File: src/rtl/parallel_in_serial_out_piso_tx_16_bit.sv
// 16-bit MSB-first PISO transmitter: word accepted on Load_Valid_In & Load_Ready_Out, first bit next cycle, each bit held CLKS_PER_BIT cycles.
// No acceptance while shifting (ready low in SHIFT); Enable_In low freezes everything. Define PISO_TX_PARITY_EN for a trailing even-parity bit.
`timescale 1ns/1ps
module parallel_in_serial_out_piso_tx_16_bit #(
   parameter int CLKS_PER_BIT = 1
) (
   input  logic        Clk_In,
   input  logic        Reset_In,
   input  logic        Enable_In,
   input  logic [15:0] Parallel_Data_In,
   input  logic        Load_Valid_In,
   output logic        Load_Ready_Out,
   output logic        Serial_Data_Out,
   output logic        Shift_Data_Signal_Out,
   output logic        Busy_Out,
   output logic        Word_Done_Out
);

   localparam logic [7:0] CNT_MAX = 8'(CLKS_PER_BIT - 1);

   typedef enum logic [1:0] {
      IDLE  = 2'd0,
      SHIFT = 2'd1,
      DONE  = 2'd2
   } state_t;

   state_t      state_q, state_d;
   logic [15:0] data_q, data_d;
   logic [3:0]  bit_idx_q, bit_idx_d;
   logic [7:0]  cnt_q, cnt_d;
   logic        sdo_q, sdo_d;
   logic        xfer;
   logic        bit_end;
`ifdef PISO_TX_PARITY_EN
   logic        par_q, par_d;
`endif

   assign bit_end = (cnt_q == CNT_MAX);
   assign xfer    = Load_Valid_In && Load_Ready_Out;

   always_ff @(posedge Clk_In) begin
      if (!Reset_In) begin
         state_q   <= IDLE;
         data_q    <= 16'h0000;
         bit_idx_q <= 4'd0;
         cnt_q     <= 8'd0;
         sdo_q     <= 1'b0;
`ifdef PISO_TX_PARITY_EN
         par_q     <= 1'b0;
`endif
      end else if (Enable_In) begin
         state_q   <= state_d;
         data_q    <= data_d;
         bit_idx_q <= bit_idx_d;
         cnt_q     <= cnt_d;
         sdo_q     <= sdo_d;
`ifdef PISO_TX_PARITY_EN
         par_q     <= par_d;
`endif
      end
   end

   always_comb begin
      state_d   = state_q;
      data_d    = data_q;
      bit_idx_d = bit_idx_q;
      cnt_d     = cnt_q;
      sdo_d     = sdo_q;
`ifdef PISO_TX_PARITY_EN
      par_d     = par_q;
`endif
      case (state_q)
         IDLE, DONE: begin
            if (xfer) begin
               state_d   = SHIFT;
               data_d    = Parallel_Data_In;
               bit_idx_d = 4'd15;
               cnt_d     = 8'd0;
               sdo_d     = Parallel_Data_In[15];
`ifdef PISO_TX_PARITY_EN
               par_d     = 1'b0;
`endif
            end else if (state_q == DONE) begin
               state_d = IDLE;
            end
         end
         SHIFT: begin
            if (!bit_end) begin
               cnt_d = cnt_q + 8'd1;
            end else begin
               cnt_d = 8'd0;
               // Bit index stops at 0; the final period ends in DONE with the last bit still on the line.
               if (bit_idx_q != 4'd0) begin
                  bit_idx_d = bit_idx_q - 4'd1;
                  sdo_d     = data_q[bit_idx_q - 4'd1];
               end
`ifdef PISO_TX_PARITY_EN
               else if (!par_q) begin
                  par_d = 1'b1;
                  sdo_d = ^data_q;
               end
`endif
               else begin
                  state_d = DONE;
               end
            end
         end
         default: state_d = IDLE;
      endcase
   end

   always_comb begin
      Load_Ready_Out        = ((state_q == IDLE) || (state_q == DONE)) && Enable_In && Reset_In;
      Busy_Out              = (state_q == SHIFT);
      Shift_Data_Signal_Out = (state_q == SHIFT) && bit_end && Enable_In;
      Word_Done_Out         = (state_q == DONE) && Enable_In;
      Serial_Data_Out       = sdo_q;
   end

endmodule

File: config.mk
export PLATFORM = sky130hd
export DESIGN_NAME = parallel_in_serial_out_piso_tx_16_bit
export DESIGN_NICKNAME = d
export VERILOG_FILES = /design/src/rtl/parallel_in_serial_out_piso_tx_16_bit.sv
export SDC_FILE = /design/constraint.sdc
export NUM_CORES = 1
export LEC_CHECK = 0
export CORE_MARGIN = 2
export CORE_UTILIZATION = 55
export DETAILED_ROUTE_END_ITERATION = 8
export GPL_TIMING_DRIVEN = 0
export MAX_ROUTING_LAYER = met4
export PLACE_DENSITY = 0.91
export SLEW_MARGIN = 20
export SYNTH_ARGS = -nofsm -noshare
export SYNTH_HDL_FRONTEND = slang
export SYNTH_SLANG_ARGS = --single-unit
File: constraint.sdc
create_clock -name Clk_In -period 5.8 [get_ports Clk_In]
set_clock_uncertainty 0.2 [all_clocks]
set_input_delay 1.45 -clock Clk_In [delete_from_list [all_inputs] [get_ports Clk_In]]
set_output_delay 1.45 -clock Clk_In [all_outputs]
set_load 0.02 [all_outputs]
* Word-level counts from Yosys, hierarchy flattened
Cells that the tools add are included.
** Cells by class
- Multiply operators :: 0
- Bitwise logic cells :: 0
- Div/mod/pow operators :: 0
- Magnitude comparators :: 1
- Reductions and logical operators :: 16
- Add/subtract/negate cells :: 2
- Mux-type cells :: 18
- Equality and inequality tests :: 7
- Shift-type cells :: 0
** Operators with widths (count)
- $mux W8 :: 2
- $pmux W8 S2 :: 1
- $mux W4 :: 3
- $add A8 B1 Y8 const B :: 1
- $logic_not A8 Y1 :: 1
- $mux W2 :: 4
- $pmux W4 S2 :: 1
- $logic_and A1 B1 Y1 :: 6
- $reduce_and A3 Y1 :: 2
- $lt A4 B5 Y1 const B :: 1
- $reduce_and A5 Y1 :: 1
- $bmux W1 S4 :: 1
- $mux W1 :: 4
- $ne A2 B1 Y1 const B :: 2
- $ne A2 B2 Y1 const B :: 2
- $pmux W2 S2 :: 1
- $reduce_and A4 Y1 :: 1
- $reduce_bool A4 Y1 :: 1
- $sub A4 B1 Y4 const B :: 1
- $ne A3 B3 Y1 const B :: 1
- $eq A2 B1 Y1 const B :: 1
- $eq A2 B2 Y1 const B :: 1
- $logic_not A2 Y1 :: 1
- $pmux W1 S2 :: 1
- 3 further kinds :: 3
** Word-level totals
- Flip-flop bits (word level) :: 31
- Bits in latches :: 0
- Memory bits (read-only) :: 0
- Memory bits (writable) :: 0
- Bits of input ports :: 20
- Output and inout port bits :: 5
- Memories kept :: 0

* Longest topological paths before layout
Gate-level depths: netlist (run 1).
- Depth after elaboration :: 7
- Gate-level depth with buffers :: 8
- Depth with buffers taken out :: 7

* Least setup slack after synthesis (run 1)
Ideal clock, no wire load.
- Kind :: input port to output port
- Start point :: in Enable_In
- End point :: out Shift_Data_Signal_Out
- Data arrival time :: 1.959 ns
- Slack :: 2.191 ns
- Cell stages on the path :: 3
- Path buffers :: 1
- Cells stage by stage :: buf_4 nand2_1 nor2_1
** On the way
- Longest elaborated chain between the ends :: 1
** Ends and longest elaborated chain
- start, declared :: RTL line 9 : input logic Enable_In,
- $logic_and A1 B1 Y1 :: RTL line 115 : Shift_Data_Signal_Out = (state_q == SHIFT) && bit_end && Enable_In;
- end, declared :: RTL line 14 : output logic Shift_Data_Signal_Out,
Every way passes these cells.

* Final worst setup path (run 1)
Same ends and word-level chain as after synthesis.

==> results.md, run 1 <==
* Mean number of vias per cell at 5.63
* Final HPWL from detailed placement at 2.63 mm
* Share of layout cells above drive strength 1 at 9.57%
* Max Freq at 0.244 GHz
* Clock net sink count at 31
* Clock Tree Buf Depth at 2
* Initial Utilization at 58.9%
* Clock latency reported for the late side of the worst-skew pair at 350 ps
* Xor-xnor portion of the synthesized cell area at 3.21%
* Unrepaired setup endpoints after global routing: no
* Count of antenna-violating nets left after detailed routing at 0
* Async set or reset register ratio after synthesis at 0%
* Area fraction in and, or, nand and nor cells after synthesis at 26.2%
* Final setup fails at 0
* Kind of end point of the critical path: primary output
* Crit-path max FO at 10
* Result of the run: finished clean
* Fill cell total of the finished layout at 231
* Tcrit/Tclk final at 70.8%
* Die width at 58.6 microns
* Share of the synthesized area in compound gates (AO/OA/AOI/OAI) at 17.4%
* Count of routing violations after the opening detailed-route iteration at 58
* Cts bufs inserted at 5
* Filler-free cell count of the finished design at 261
* Fin crit period at 4110 ps
* Cell with the biggest individual delay on the critical path: sky130_fd_sc_hd__clkdlybuf4s50_1
* Tightest hold margin at 263 ps
* Port bufs at 22
* Cell area reported after detailed placement at 1900 sq um
* Mean Syn Cell Area at 8.19 sq um
* Number of global-route vias before repair at 1342
* Synthesized-area fraction occupied by adder cells at 2.29%
* Area of the mapped netlist at 1640 sq um
* Max-slew violation count at 0
* TritonCTS clock tree: done
* Classification of the worst setup path: in -> out
* Weighted congestion reported at the end of routability-driven placement at 0.872
* Cell variety after synth at 47
* Number of nets in the layout at 252
* Max cap viols at 0
* Final hold vios at 0
* Multiplexer fraction of the synthesized cell area at 6.88%
* Number of instances in the synthesized netlist at 200
* Worst EP arrival at 2460 ps
* Origin of the worst min-delay path: data_q[15]$_SDFFE_PN0P_
* Global-route wire length before repair at 5.76 mm
* Post-CTS setup-driven buffer insertion count at 0
* Final cell area excluding filler cells at 1950 sq um
* Detailed Routing Iterations Pass 1 at 4
* Root buffer selected by CTS: sky130_fd_sc_hd__clkbuf_4
* Critical Path, Cell by Cell: buf_4 > nand2_1 > nor2_1 > clkdlybuf4s50_1
* Combinational family with the most area after synthesis: simple AND/OR/NAND/NOR gates
* Vertical extent of the die at 58.6 microns
* Area of the die at 3430 sq um
* Summed negative setup slack over all endpoints at 0 ps
* Type of origin of the critical path: primary input
* Diodes inserted at 0
* Peak VDD IR at 0.000189 V
* Clock transition at path regs at 100 ps
* Routed wire length at 3.44 mm
* Smallest setup slack after layout at 1690 ps
* Data required time of the critical path at 4150 ps
* Power density normalized to cell area at 225 nW/um^2
* Initial antenna violation count at 0
* Number of buffers inserted for hold repair after clock tree synthesis at 0
* Fraction of the yosys area taken by sequential cells at 37.9%
* Core region area at 2780 sq um
* Post-route DRC at 0
* Number of vias after detailed routing at 1470
* Transition time of the tightest slew-check pin at 643 ps
* Start of the worst register-to-register path: bit_idx_q[0]$_SDFFE_PN0P_
* Static power due to leakage at 0.718 nW
* Largest net degree at the start of global routing at 11
* Commonest register cell after synthesis: sky130_fd_sc_hd__dfxtp_1
* Worst setup timing slack at the placement stage at 1700 ps
* Global routing usage summed across all routing layers at 22.9%
* Number of enable flip-flop cells after synthesis at 0
* Area growth from synthesis to layout at 19.1%
* Leftover overflow at the end of global routing at 0
* Count of synthesis-stage warnings from yosys at 0
* Placed cell count at 253
* Net count after synthesis at 223
* Startpoint of the worst setup timing path: Enable_In
* Type of the tightest min-delay check: reg -> reg
* Number of instances resized during post-cts repair at 0
* Total I/O pin count at 25
* Clock H-tree levels at 2
* CP peak stage delay at 630 ps
* Flip-flop and latch count after synthesis at 31
* Routed length per instance at 13.2 microns
* Site Rows at 19
* Max-Slew Margin vs Limit at 57.0%
## final cells by class
| cell class | instances | area, sq um | area share (%) |
|---|---|---|---|
| Tap cell | 31 | 38.8 | 1.99 |
| Sequential cell | 31 | 621 | 31.8 |
| Clock inverter | 2 | 12.5 | 0.641 |
| Clock buffer | 6 | 41.3 | 2.12 |
| Buffer | 10 | 68.8 | 3.53 |
| Multi-Input combinational cell | 151 | 917 | 47.0 |
| Timing Repair Buffer | 22 | 220 | 11.3 |
| Inverter | 8 | 31.3 | 1.60 |
## cell families (layout without fill, tap and decap cells)
logic type,count (synthesis),in the layout
buffers and inverters,18,48
multiplexers,5,5
AND/OR/NAND/NOR,92,92
XOR/XNOR,6,6
adder cells (fa/ha/maj),3,3
flip-flops,31,31
AO/OA/AOI/OAI,45,45
## sequential cells by signal, summed over array words and instances, names as in the netlist
register / count
bit_idx_q: 4
cnt_q: 8
Serial_Data_Out: 1
data_q: 16
state_q: 2
## critical path, delay by kind of cell
kind / cells / cell delay (ps)
and+or+nand+nor: 2 / 230
buffers and inverters: 2 / 770
## layout by cell type (no fill, tap or decap), types with 2 or more instances in the layout
| master | count |
|---|---|
| sky130_fd_sc_hd__mux4_1 | 3 |
| sky130_fd_sc_hd__nor2b_1 | 4 |
| sky130_fd_sc_hd__dfxtp_1 | 31 |
| sky130_fd_sc_hd__and3b_1 | 2 |
| sky130_fd_sc_hd__clkdlybuf4s50_1 | 22 |
| sky130_fd_sc_hd__nand3_1 | 7 |
| sky130_fd_sc_hd__o21a_1 | 3 |
| sky130_fd_sc_hd__a211oi_1 | 3 |
| sky130_fd_sc_hd__nand2b_1 | 2 |
| sky130_fd_sc_hd__ha_1 | 3 |
| sky130_fd_sc_hd__xnor2_1 | 4 |
| sky130_fd_sc_hd__clkbuf_4 | 5 |
| sky130_fd_sc_hd__xor2_1 | 2 |
| sky130_fd_sc_hd__clkinv_2 | 2 |
| sky130_fd_sc_hd__a21oi_1 | 5 |
| sky130_fd_sc_hd__clkbuf_1 | 5 |
| sky130_fd_sc_hd__nor3_1 | 5 |
| sky130_fd_sc_hd__a21o_1 | 2 |
| sky130_fd_sc_hd__and3_1 | 2 |
| sky130_fd_sc_hd__nor2_1 | 17 |
| sky130_fd_sc_hd__buf_4 | 2 |
| sky130_fd_sc_hd__nand2_1 | 44 |
| sky130_fd_sc_hd__o21ai_0 | 22 |
| sky130_fd_sc_hd__inv_1 | 7 |
## final timing paths
kind / endpoint / slack, ps / cells past startpoint
max reg2reg: bit_idx_q[2]$_SDFFE_PN0P_ / 3330 / 8
min reg2reg: data_q[15]$_SDFFE_PN0P_ / 260 / 2
min: data_q[15]$_SDFFE_PN0P_ / 260 / 2
max: Shift_Data_Signal_Out / 1690 / 4
## synthesized netlist by cell type, types with 3 or more instances
| library cell | n | area [sq um] |
|---|---|---|
| sky130_fd_sc_hd__nor2b_1 | 4 | 25.0 |
| sky130_fd_sc_hd__nor2_1 | 17 | 63.8 |
| sky130_fd_sc_hd__nor3_1 | 5 | 25.0 |
| sky130_fd_sc_hd__ha_1 | 3 | 37.5 |
| sky130_fd_sc_hd__mux4_1 | 3 | 78.8 |
| sky130_fd_sc_hd__o21a_1 | 3 | 22.5 |
| sky130_fd_sc_hd__o21ai_0 | 22 | 110 |
| sky130_fd_sc_hd__xnor2_1 | 4 | 35.0 |
| sky130_fd_sc_hd__nand2_1 | 44 | 165 |
| sky130_fd_sc_hd__a21oi_1 | 5 | 25.0 |
| sky130_fd_sc_hd__a211oi_1 | 3 | 22.5 |
| sky130_fd_sc_hd__nand3_1 | 7 | 35.0 |
| sky130_fd_sc_hd__dfxtp_1 | 31 | 621 |
| sky130_fd_sc_hd__clkbuf_1 | 4 | 15.0 |
| sky130_fd_sc_hd__inv_1 | 7 | 26.3 |
## report_power, final
group | switching, W | leakage, nW | internal (W)
combinational | 0.0000442 | 0.437 | 0.0000424
sequential | 0.00000592 | 0.253 | 0.000223
clock | 0.0000776 | 0.0282 | 0.0000467
total | 0.000128 | 0.718 | 0.000312
## metrics by stage
stage,power [W],utilization [%]
2_1_floorplan,0.000290,-
3_3_place_gp,0.000317,68.2
3_5_place_dp,0.000320,68.2
4_1_cts,0.000441,70.1
5_1_grt,0.000461,70.1
6_report,0.000440,70.1
## routing by layer
layer  GRT usage [%]  up-vias  share of wire (%)
met5               -        -                  0
met4            8.44        0                1.6
met3            7.47        8                5.4
met2            37.2       44                 48
met1            26.6      667                 45
li1                -      751                  -
Note: power is estimated with default switching activity, not from simulation.
==> run 2: changes to the inputs <==
--- a/config.mk
+++ b/config.mk
@@ -6,11 +6,11 @@
 export NUM_CORES = 1
 export LEC_CHECK = 0
 export CORE_MARGIN = 2
-export CORE_UTILIZATION = 55
+export CORE_UTILIZATION = 53
 export DETAILED_ROUTE_END_ITERATION = 8
 export GPL_TIMING_DRIVEN = 0
 export MAX_ROUTING_LAYER = met4
-export PLACE_DENSITY = 0.91
+export PLACE_DENSITY = 0.89
 export SLEW_MARGIN = 20
 export SYNTH_ARGS = -nofsm -noshare
 export SYNTH_HDL_FRONTEND = slang
==> constraint.sdc (replaced) <==
create_clock -name Clk_In -period 4.2 [get_ports Clk_In]
set_clock_uncertainty 0.2 [all_clocks]
set_input_delay 1.05 -clock Clk_In [delete_from_list [all_inputs] [get_ports Clk_In]]
set_output_delay 1.05 -clock Clk_In [all_outputs]
set_load 0.02 [all_outputs]
==> run 2 against run 1 <==
Compared with the run above:
- final cell count rose by 0.38%
- die area rose by 3.5%
- first-iteration DRC count rose by 48%
- register-to-register slack got worse by 1500 ps
- global-route usage fell by 0.75 points
- cell area rose by 0.26%
- sequential share of layout area fell by 0.082 points
- count of clock-buffer cells in the layout did not move
- critical endpoint unchanged
- largest cell class unchanged
- largest power group unchanged
- highest routed layer unchanged
==> results.md, run 2 (same netlist as run 1, synthesis figures left out) <==
* Number of vias after detailed routing at 1498 (was 1470)
* Summed negative setup slack over all endpoints at 0 ps (unchanged)
* Transition time of the tightest slew-check pin at 571 ps (was 643 ps)
* Area of the die at 3550 sq um (was 3430 sq um)
* Weighted congestion reported at the end of routability-driven placement at 0.905 (was 0.872)
* Start of the worst register-to-register path: bit_idx_q[0]$_SDFFE_PN0P_ (unchanged)
* CP top delay family: buffers and inverters (unchanged)
* Sum of buffers and inverters on the critical path at 2 (unchanged)
* Classification of the worst setup path: reg -> out (was in -> out)
* Pint at 0.000444 W (was 0.000312 W)
* Root buffer selected by CTS: sky130_fd_sc_hd__clkbuf_4 (unchanged)
* Met3 track demand over resource at 6.33% (was 7.47%)
* Global routing usage summed across all routing layers at 22.2% (was 22.9%)
* Cell with the biggest individual delay on the critical path: sky130_fd_sc_hd__clkdlybuf4s50_1 (unchanged)
* Clock Tree Buf Depth at 2 (unchanged)
* Number of instances resized during post-cts repair at 0 (unchanged)
* Register-to-register setup slack at 1800 ps (was 3330 ps)
* End point of the worst hold path: data_q[12]$_SDFFE_PN0P_ (was data_q[15]$_SDFFE_PN0P_)
* Clock net sink count at 31 (unchanged)
* Routed wire length at 3.42 mm (was 3.44 mm)
* Vertical extent of the die at 59.6 microns (was 58.6 microns)
* Number of buffers inserted for hold repair after clock tree synthesis at 0 (unchanged)
* Commonest non-fill, non-tap cell in the layout: sky130_fd_sc_hd__nand2_1 (unchanged)
* Met1 Track Usage GR at 27.1% (was 26.6%)
* Largest net degree at the start of global routing at 11 (unchanged)
* Flip-flop count of the largest register, all copies and words added at 16 (unchanged)
* TritonCTS clock tree: done (unchanged)
* Switching Fraction at 27.8% (was 29.0%)
* Kind of end point of the critical path: primary output (unchanged)
* Net load switching power at 0.000171 W (was 0.000128 W)
* Post-route DRC at 0 (unchanged)
* Layout Utilization at 65.1% (was 70.1%)
* Static power due to leakage at 0.724 nW (was 0.718 nW)
* Initial antenna violation count at 0 (unchanged)
* Met2 track demand over resource in global routing at 33.8% (was 37.2%)
* Core region area at 3000 sq um (was 2780 sq um)
* Registers with the highest flip-flop counts: data_q (16), cnt_q (8), bit_idx_q (4) (unchanged)
* Routing layer with the top usage in global route: met2 (unchanged)
* Data required time of the critical path at 2950 ps (was 4150 ps)
* Diodes inserted at 0 (unchanged)
* Tightest hold margin at 263 ps (about the same)
* Initial Utilization at 54.5% (was 58.9%)
* Peak VDD IR at 0.000211 V (was 0.000189 V)
* Clock latency reported for the late side of the worst-skew pair at 330 ps (was 350 ps)
* Leading cell types in the layout, fill and taps excluded: 44 x sky130_fd_sc_hd__nand2_1, 31 x sky130_fd_sc_hd__dfxtp_1, 22 x sky130_fd_sc_hd__o21ai_0, 22 x sky130_fd_sc_hd__clkdlybuf4s50_1, 17 x sky130_fd_sc_hd__nor2_1 (unchanged)
* Routed length per instance at 13.0 microns (was 13.2 microns)
* Share of layout cells above drive strength 1 at 9.61% (was 9.57%)
* Capture point of the worst reg-to-reg path: bit_idx_q[2]$_SDFFE_PN0P_ (unchanged)
* Final HPWL from detailed placement at 2.57 mm (was 2.63 mm)
* Total I/O pin count at 25 (unchanged)
* Fin crit period at 3340 ps
* CP peak stage delay at 620 ps (was 630 ps)
* Type of origin of the critical path: flop (was primary input)
* Area growth from synthesis to layout at 19.4% (was 19.1%)
* Site Rows at 20 (was 19)
* Origin of the worst min-delay path: data_q[12]$_SDFFE_PN0P_ (was data_q[15]$_SDFFE_PN0P_)
* Detailed Routing Iterations Pass 1 at 4 (unchanged)
* Max cap viols at 0 (unchanged)
* Proportion of power drawn by the clock network at 29.1% (was 28.3%)
* Result of the run: finished clean (unchanged)
* Unrepaired setup endpoints after global routing: no (unchanged)
* Leftover overflow at the end of global routing at 0 (unchanged)
* Critical Path, Cell by Cell: inv_1 > ha_1 > nor4b_2 > nand2_1 > nor2_1 > clkdlybuf4s50_1 (was buf_4 > nand2_1 > nor2_1 > clkdlybuf4s50_1)
* Post-CTS setup-driven buffer insertion count at 0 (unchanged)
* Count of antenna-violating nets left after detailed routing at 0 (unchanged)
* Die width at 59.6 microns (was 58.6 microns)
* Cts bufs inserted at 5 (unchanged)
* Worst hold path cell count at 2 (unchanged)
* Total power draw at 0.000615 W (was 0.000440 W)
* Tcrit/Tclk final at 79.5%
* Depth of the most critical reg-to-reg path at 8 (unchanged)
* Logic pwr share at 19.5% (was 19.7%)
* Count of cell instances traversed by the critical path at 6 (was 4)
* Clock transition at path regs at 100 ps (about the same)
* Max-slew violation count at 0 (unchanged)
* Crit-path max FO at 4 (was 10)
* Global-route wire length before repair at 5.69 mm (was 5.76 mm)
* Final setup fails at 0 (unchanged)
* Clock H-tree levels at 2 (unchanged)
* Number of nets in the layout at 252 (unchanged)
* Worst EP arrival at 2090 ps (was 2460 ps)
* Number of global-route vias before repair at 1312 (was 1342)
* Relative contribution of sequential cells to total power at 51.4% (was 52.0%)
* Mean number of vias per cell at 5.72 (was 5.63)
* Top reg by flops: data_q (unchanged)
* Power density normalized to cell area at 314 nW/um^2 (was 225 nW/um^2)
* Final hold vios at 0 (unchanged)
* Max Freq at 0.300 GHz
* Type of the tightest min-delay check: reg -> reg (unchanged)
* Max-Slew Margin vs Limit at 61.9% (was 57.0%)
* Port bufs at 22 (unchanged)
* Count of routing violations after the opening detailed-route iteration at 86 (was 58)
[run 2: cell count changes in the layout (fill, tap and decap cells not counted), sizes merged]
cell	change
clkinvlp	-1
[run 2: per-layer routing]
layer	wire length [microns]	part of all wire [%]	up-vias
met1	1530	45	700
met5	0	0	-
li1	-	-	750
met4	73	2.1	0
met2	1650	48	39
met3	166	4.9	9
[run 2: worst max path at each step]
| stage | start | end | slack [ps] |
|---|---|---|---|
| floorplan | Enable_In | Shift_Data_Signal_Out | 1390 |
| global placement | Enable_In | Shift_Data_Signal_Out | 930 |
| detailed placement | Enable_In | Shift_Data_Signal_Out | 930 |
| CTS | cnt_q[0]$_SDFFE_PN0P_ | Shift_Data_Signal_Out | 850 |
| global route | cnt_q[0]$_SDFFE_PN0P_ | Shift_Data_Signal_Out | 710 |
| finish | cnt_q[0]$_SDFFE_PN0P_ | Shift_Data_Signal_Out | 860 |
[run 2: area by class of cell]
class	instances	area, sq um
well taps	33	41.3
clock inverters	1	5.00
repair buffers	22	220
fillers	246	1050
flip-flops and latches	31	621
plain buffers	10	68.8
clock buffers	6	51.3
inverters	8	31.3
multi-input cells	151	917
[run 2: tightest hold or removal path: stages (launching register included)]
cell                      delay [ps]
sky130_fd_sc_hd__dfxtp_1         320
sky130_fd_sc_hd__nand2_1          50
sky130_fd_sc_hd__o21ai_0          60
[run 2: power by group through the flow]
stage	registers [W]	logic (W)	clock network, W
detailed placement	0.000323	0.000118	0
finish	0.000316	0.000120	0.000179
floorplan	0.000321	0.0000800	0
global placement	0.000322	0.000116	0
global route	0.000318	0.000131	0.000194
CTS	0.000316	0.000119	0.000184
[run 2: through the flow]
| stage | setup slack (ps) | std cells | cell area, sq um |
|---|---|---|---|
| finish | 863 | 262 | 1960 |
| global route | 710 | 262 | 1960 |
| CTS | 845 | 262 | 1960 |
| detailed placement | 927 | 255 | 1900 |
| global placement | 932 | 255 | 1900 |
| floorplan | 1390 | 200 | 1640 |
==> run 3: changes to the inputs <==
--- a/config.mk
+++ b/config.mk
@@ -6,11 +6,11 @@
 export NUM_CORES = 1
 export LEC_CHECK = 0
 export CORE_MARGIN = 2
-export CORE_UTILIZATION = 53
+export CORE_UTILIZATION = 48
 export DETAILED_ROUTE_END_ITERATION = 8
 export GPL_TIMING_DRIVEN = 0
 export MAX_ROUTING_LAYER = met4
-export PLACE_DENSITY = 0.89
+export PLACE_DENSITY = 0.85
 export SLEW_MARGIN = 20
 export SYNTH_ARGS = -nofsm -noshare
 export SYNTH_HDL_FRONTEND = slang
==> constraint.sdc (replaced) <==
create_clock -name Clk_In -period 2.75 [get_ports Clk_In]
set_clock_uncertainty 0.2 [all_clocks]
set_input_delay 0.6875 -clock Clk_In [delete_from_list [all_inputs] [get_ports Clk_In]]
set_output_delay 0.6875 -clock Clk_In [all_outputs]
set_load 0.02 [all_outputs]
==> run 3 against run 2 <==
Compared with the run above:
- sequential share of layout area fell by 0.22 points
- utilization fell by 5.6 points
- combinational power rose by 52%
- global-route usage fell by 1.9 points
- wire length rose by 4.1%
- highest routed layer unchanged
- final cell count rose by 5.3%
- setup slack got worse by 670 ps
- largest cell class unchanged
- register-to-register slack got worse by 1500 ps
- flip-flop and latch count did not move
==> results.md, run 3 (same netlist as run 1, synthesis figures left out) <==
* Clock transition at path regs at 110 ps (was 100 ps)
* Registers with the highest flip-flop counts: data_q (16), cnt_q (8), bit_idx_q (4) (unchanged)
* Count of routing violations after the opening detailed-route iteration at 62 (was 86)
* Type of origin of the critical path: flop (unchanged)
* Crit-path max FO at 8 (was 4)
* Area growth from synthesis to layout at 20.2% (was 19.4%)
* Register-to-register setup slack at 310 ps (was 1800 ps)
* Final HPWL from detailed placement at 2.55 mm (was 2.57 mm)
* Number of global-route vias before repair at 1396 (was 1312)
* Post-route DRC at 0 (unchanged)
* Leftover overflow at the end of global routing at 0 (unchanged)
* Type of the tightest min-delay check: reg -> reg (unchanged)
* Origin of the worst min-delay path: data_q[7]$_SDFFE_PN0P_ (was data_q[12]$_SDFFE_PN0P_)
* Final hold vios at 0 (unchanged)
* Capture point of the worst reg-to-reg path: bit_idx_q[2]$_SDFFE_PN0P_ (unchanged)
* Peak VDD IR at 0.000360 V (was 0.000211 V)
* Leading cell types in the layout, fill and taps excluded: 44 x sky130_fd_sc_hd__nand2_1, 31 x sky130_fd_sc_hd__dfxtp_1, 22 x sky130_fd_sc_hd__o21ai_0 (was 44 x sky130_fd_sc_hd__nand2_1, 31 x sky130_fd_sc_hd__dfxtp_1, 22 x sky130_fd_sc_hd__o21ai_0, 22 x sky130_fd_sc_hd__clkdlybuf4s50_1, 17 x sky130_fd_sc_hd__nor2_1)
* Post-CTS setup-driven buffer insertion count at 0 (unchanged)
* Port bufs at 22 (unchanged)
* Top reg by flops: data_q (unchanged)
* Routed wire length at 3.56 mm (was 3.42 mm)
* Kind of end point of the critical path: primary output (unchanged)
* Core region area at 3310 sq um (was 3000 sq um)
* Area of the die at 3900 sq um (was 3550 sq um)
* Placed cell count at 268 (was 255)
* Clock H-tree levels at 2 (unchanged)
* Logic pwr share at 19.5% (about the same)
* Global-route wire length before repair at 6.20 mm (was 5.69 mm)
* Depth of the most critical reg-to-reg path at 8 (unchanged)
* Pint at 0.000660 W (was 0.000444 W)
* Detailed Routing Iterations Pass 1 at 5 (was 4)
* Diodes inserted at 0 (unchanged)
* Initial antenna violation count at 0 (unchanged)
* Switching Fraction at 29.3% (was 27.8%)
* Static power due to leakage at 0.732 nW (was 0.724 nW)
* Routed length per instance at 12.9 microns (was 13.0 microns)
* Number of vias after detailed routing at 1463 (was 1498)
* Startpoint of the worst setup timing path: state_q[0]$_SDFFE_PN0P_ (was cnt_q[0]$_SDFFE_PN0P_)
* TritonCTS clock tree: done (unchanged)
* Total I/O pin count at 25 (unchanged)
* Commonest non-fill, non-tap cell in the layout: sky130_fd_sc_hd__nand2_1 (unchanged)
* Classification of the worst setup path: reg -> out (unchanged)
* Largest net degree at the start of global routing at 11 (unchanged)
* Site Rows at 21 (was 20)
* Count of antenna-violating nets left after detailed routing at 0 (unchanged)
* Filler-free cell count of the finished design at 276 (was 262)
* CP peak stage delay at 620 ps (about the same)
* Worst EP arrival at 1670 ps (was 2090 ps)
* Start of the worst register-to-register path: bit_idx_q[0]$_SDFFE_PN0P_ (unchanged)
* Max-slew violation count at 0 (unchanged)
* Relative contribution of sequential cells to total power at 51.8% (was 51.4%)
* Clock net sink count at 31 (unchanged)
* Cell with the biggest individual delay on the critical path: sky130_fd_sc_hd__clkdlybuf4s50_1 (unchanged)
* Net load switching power at 0.000274 W (was 0.000171 W)
* Max Freq at 0.391 GHz
* Max-Slew Margin vs Limit at 61.9% (about the same)
* Number of nets in the layout at 252 (unchanged)
* Result of the run: finished clean (unchanged)
* Power density normalized to cell area at 474 nW/um^2 (was 314 nW/um^2)
* Unrepaired setup endpoints after global routing: no (unchanged)
* Layout Utilization at 59.5% (was 65.1%)
* Vertical extent of the die at 62.4 microns (was 59.6 microns)
* Fill cell total of the finished layout at 316 (was 246)
* Initial Utilization at 49.5% (was 54.5%)
* Clock Tree Buf Depth at 2 (unchanged)
* Max cap viols at 0 (unchanged)
* Mean number of vias per cell at 5.30 (was 5.72)
* Summed negative setup slack over all endpoints at 0 ps (unchanged)
* Clock latency reported for the late side of the worst-skew pair at 340 ps (was 330 ps)
* Root buffer selected by CTS: sky130_fd_sc_hd__clkbuf_4 (unchanged)
* Fin crit period at 2560 ps
* Weighted congestion reported at the end of routability-driven placement at 0.888 (was 0.905)
* Critical Path, Cell by Cell: nand2b_2 > clkinv_2 > clkdlybuf4s50_1 (was inv_1 > ha_1 > nor4b_2 > nand2_1 > nor2_1 > clkdlybuf4s50_1)
* Share of layout cells above drive strength 1 at 9.57% (was 9.61%)
* Proportion of power drawn by the clock network at 28.7% (was 29.1%)
* Final setup fails at 0 (unchanged)
* Tcrit/Tclk final at 92.9%
* Destination of the critical timing path: Busy_Out (was Shift_Data_Signal_Out)
* Flip-flop count of the largest register, all copies and words added at 16 (unchanged)
* Data required time of the critical path at 1860 ps (was 2950 ps)
* Die width at 62.4 microns (was 59.6 microns)
* Global routing usage summed across all routing layers at 20.3% (was 22.2%)
* Transition time of the tightest slew-check pin at 570 ps (was 571 ps)
* Cts bufs inserted at 5 (unchanged)
[run 3: worst min-delay path by stage]
| stage | end | cells past startpoint |
|---|---|---|
| CTS | data_q[7]$_SDFFE_PN0P_ | 2 |
| floorplan | data_q[13]$_SDFFE_PN0P_ | 2 |
| finish | data_q[7]$_SDFFE_PN0P_ | 2 |
| global placement | data_q[12]$_SDFFE_PN0P_ | 2 |
| detailed placement | data_q[7]$_SDFFE_PN0P_ | 2 |
| global route | data_q[4]$_SDFFE_PN0P_ | 2 |
[run 3: power groups by stage]
stage | Combinational [W] | Sequential, W | Clock [W]
after global routing | 0.000201 | 0.000486 | 0.000287
after floorplan | 0.000122 | 0.000490 | 0
after global placement | 0.000176 | 0.000492 | 0
after CTS | 0.000182 | 0.000483 | 0.000264
final | 0.000182 | 0.000483 | 0.000268
after detailed placement | 0.000180 | 0.000493 | 0
[run 3: routing by layer]
layer	GRT usage (%)	part of all wire, %
met3	5.05	3.4
met1	24.6	45
met2	32.8	50
met5	-	0
met4	7.78	1.1
[run 3: area by class of cell]
| cell class | instances | area [sq um] | share of cell area (%) |
|---|---|---|---|
| inverters | 8 | 31.3 | 1.59 |
| repair buffers | 22 | 215 | 10.9 |
| multi-input cells | 151 | 926 | 47.0 |
| plain buffers | 10 | 68.8 | 3.49 |
| clock inverters | 1 | 5.00 | 0.254 |
| clock buffers | 7 | 45.0 | 2.29 |
| well taps | 46 | 57.6 | 2.92 |
| flip-flops and latches | 31 | 621 | 31.5 |
[run 3: worst max-delay path, delay by kind of cell, from the launching register on]
family        cells  cell delay, ps
simple gates      1             130
buf+inv           2             750
flops             1             440
[run 3: repair_timing]
item | CTS | global route
hold buffers | 0 | 0
pin swaps | 0 | 0
endpoints found under the setup margin | 1 | 1
gates resized for setup | 2 | 2
gates cloned | 0 | 0
[run 3: stage by stage]
| step | worst slack, ps | area, sq um | total power, W | hold WS [ps] |
|---|---|---|---|---|
| 2_1_floorplan | 604 | 1640 | 0.000613 | 231 |
| 3_3_place_gp | 94.1 | 1920 | 0.000668 | 240 |
| 3_5_place_dp | 101 | 1920 | 0.000673 | 249 |
| 4_1_cts | 55.1 | 1970 | 0.000929 | 261 |
| 5_1_grt | 91.2 | 1970 | 0.000974 | 297 |
| 6_report | 194 | 1970 | 0.000933 | 256 |
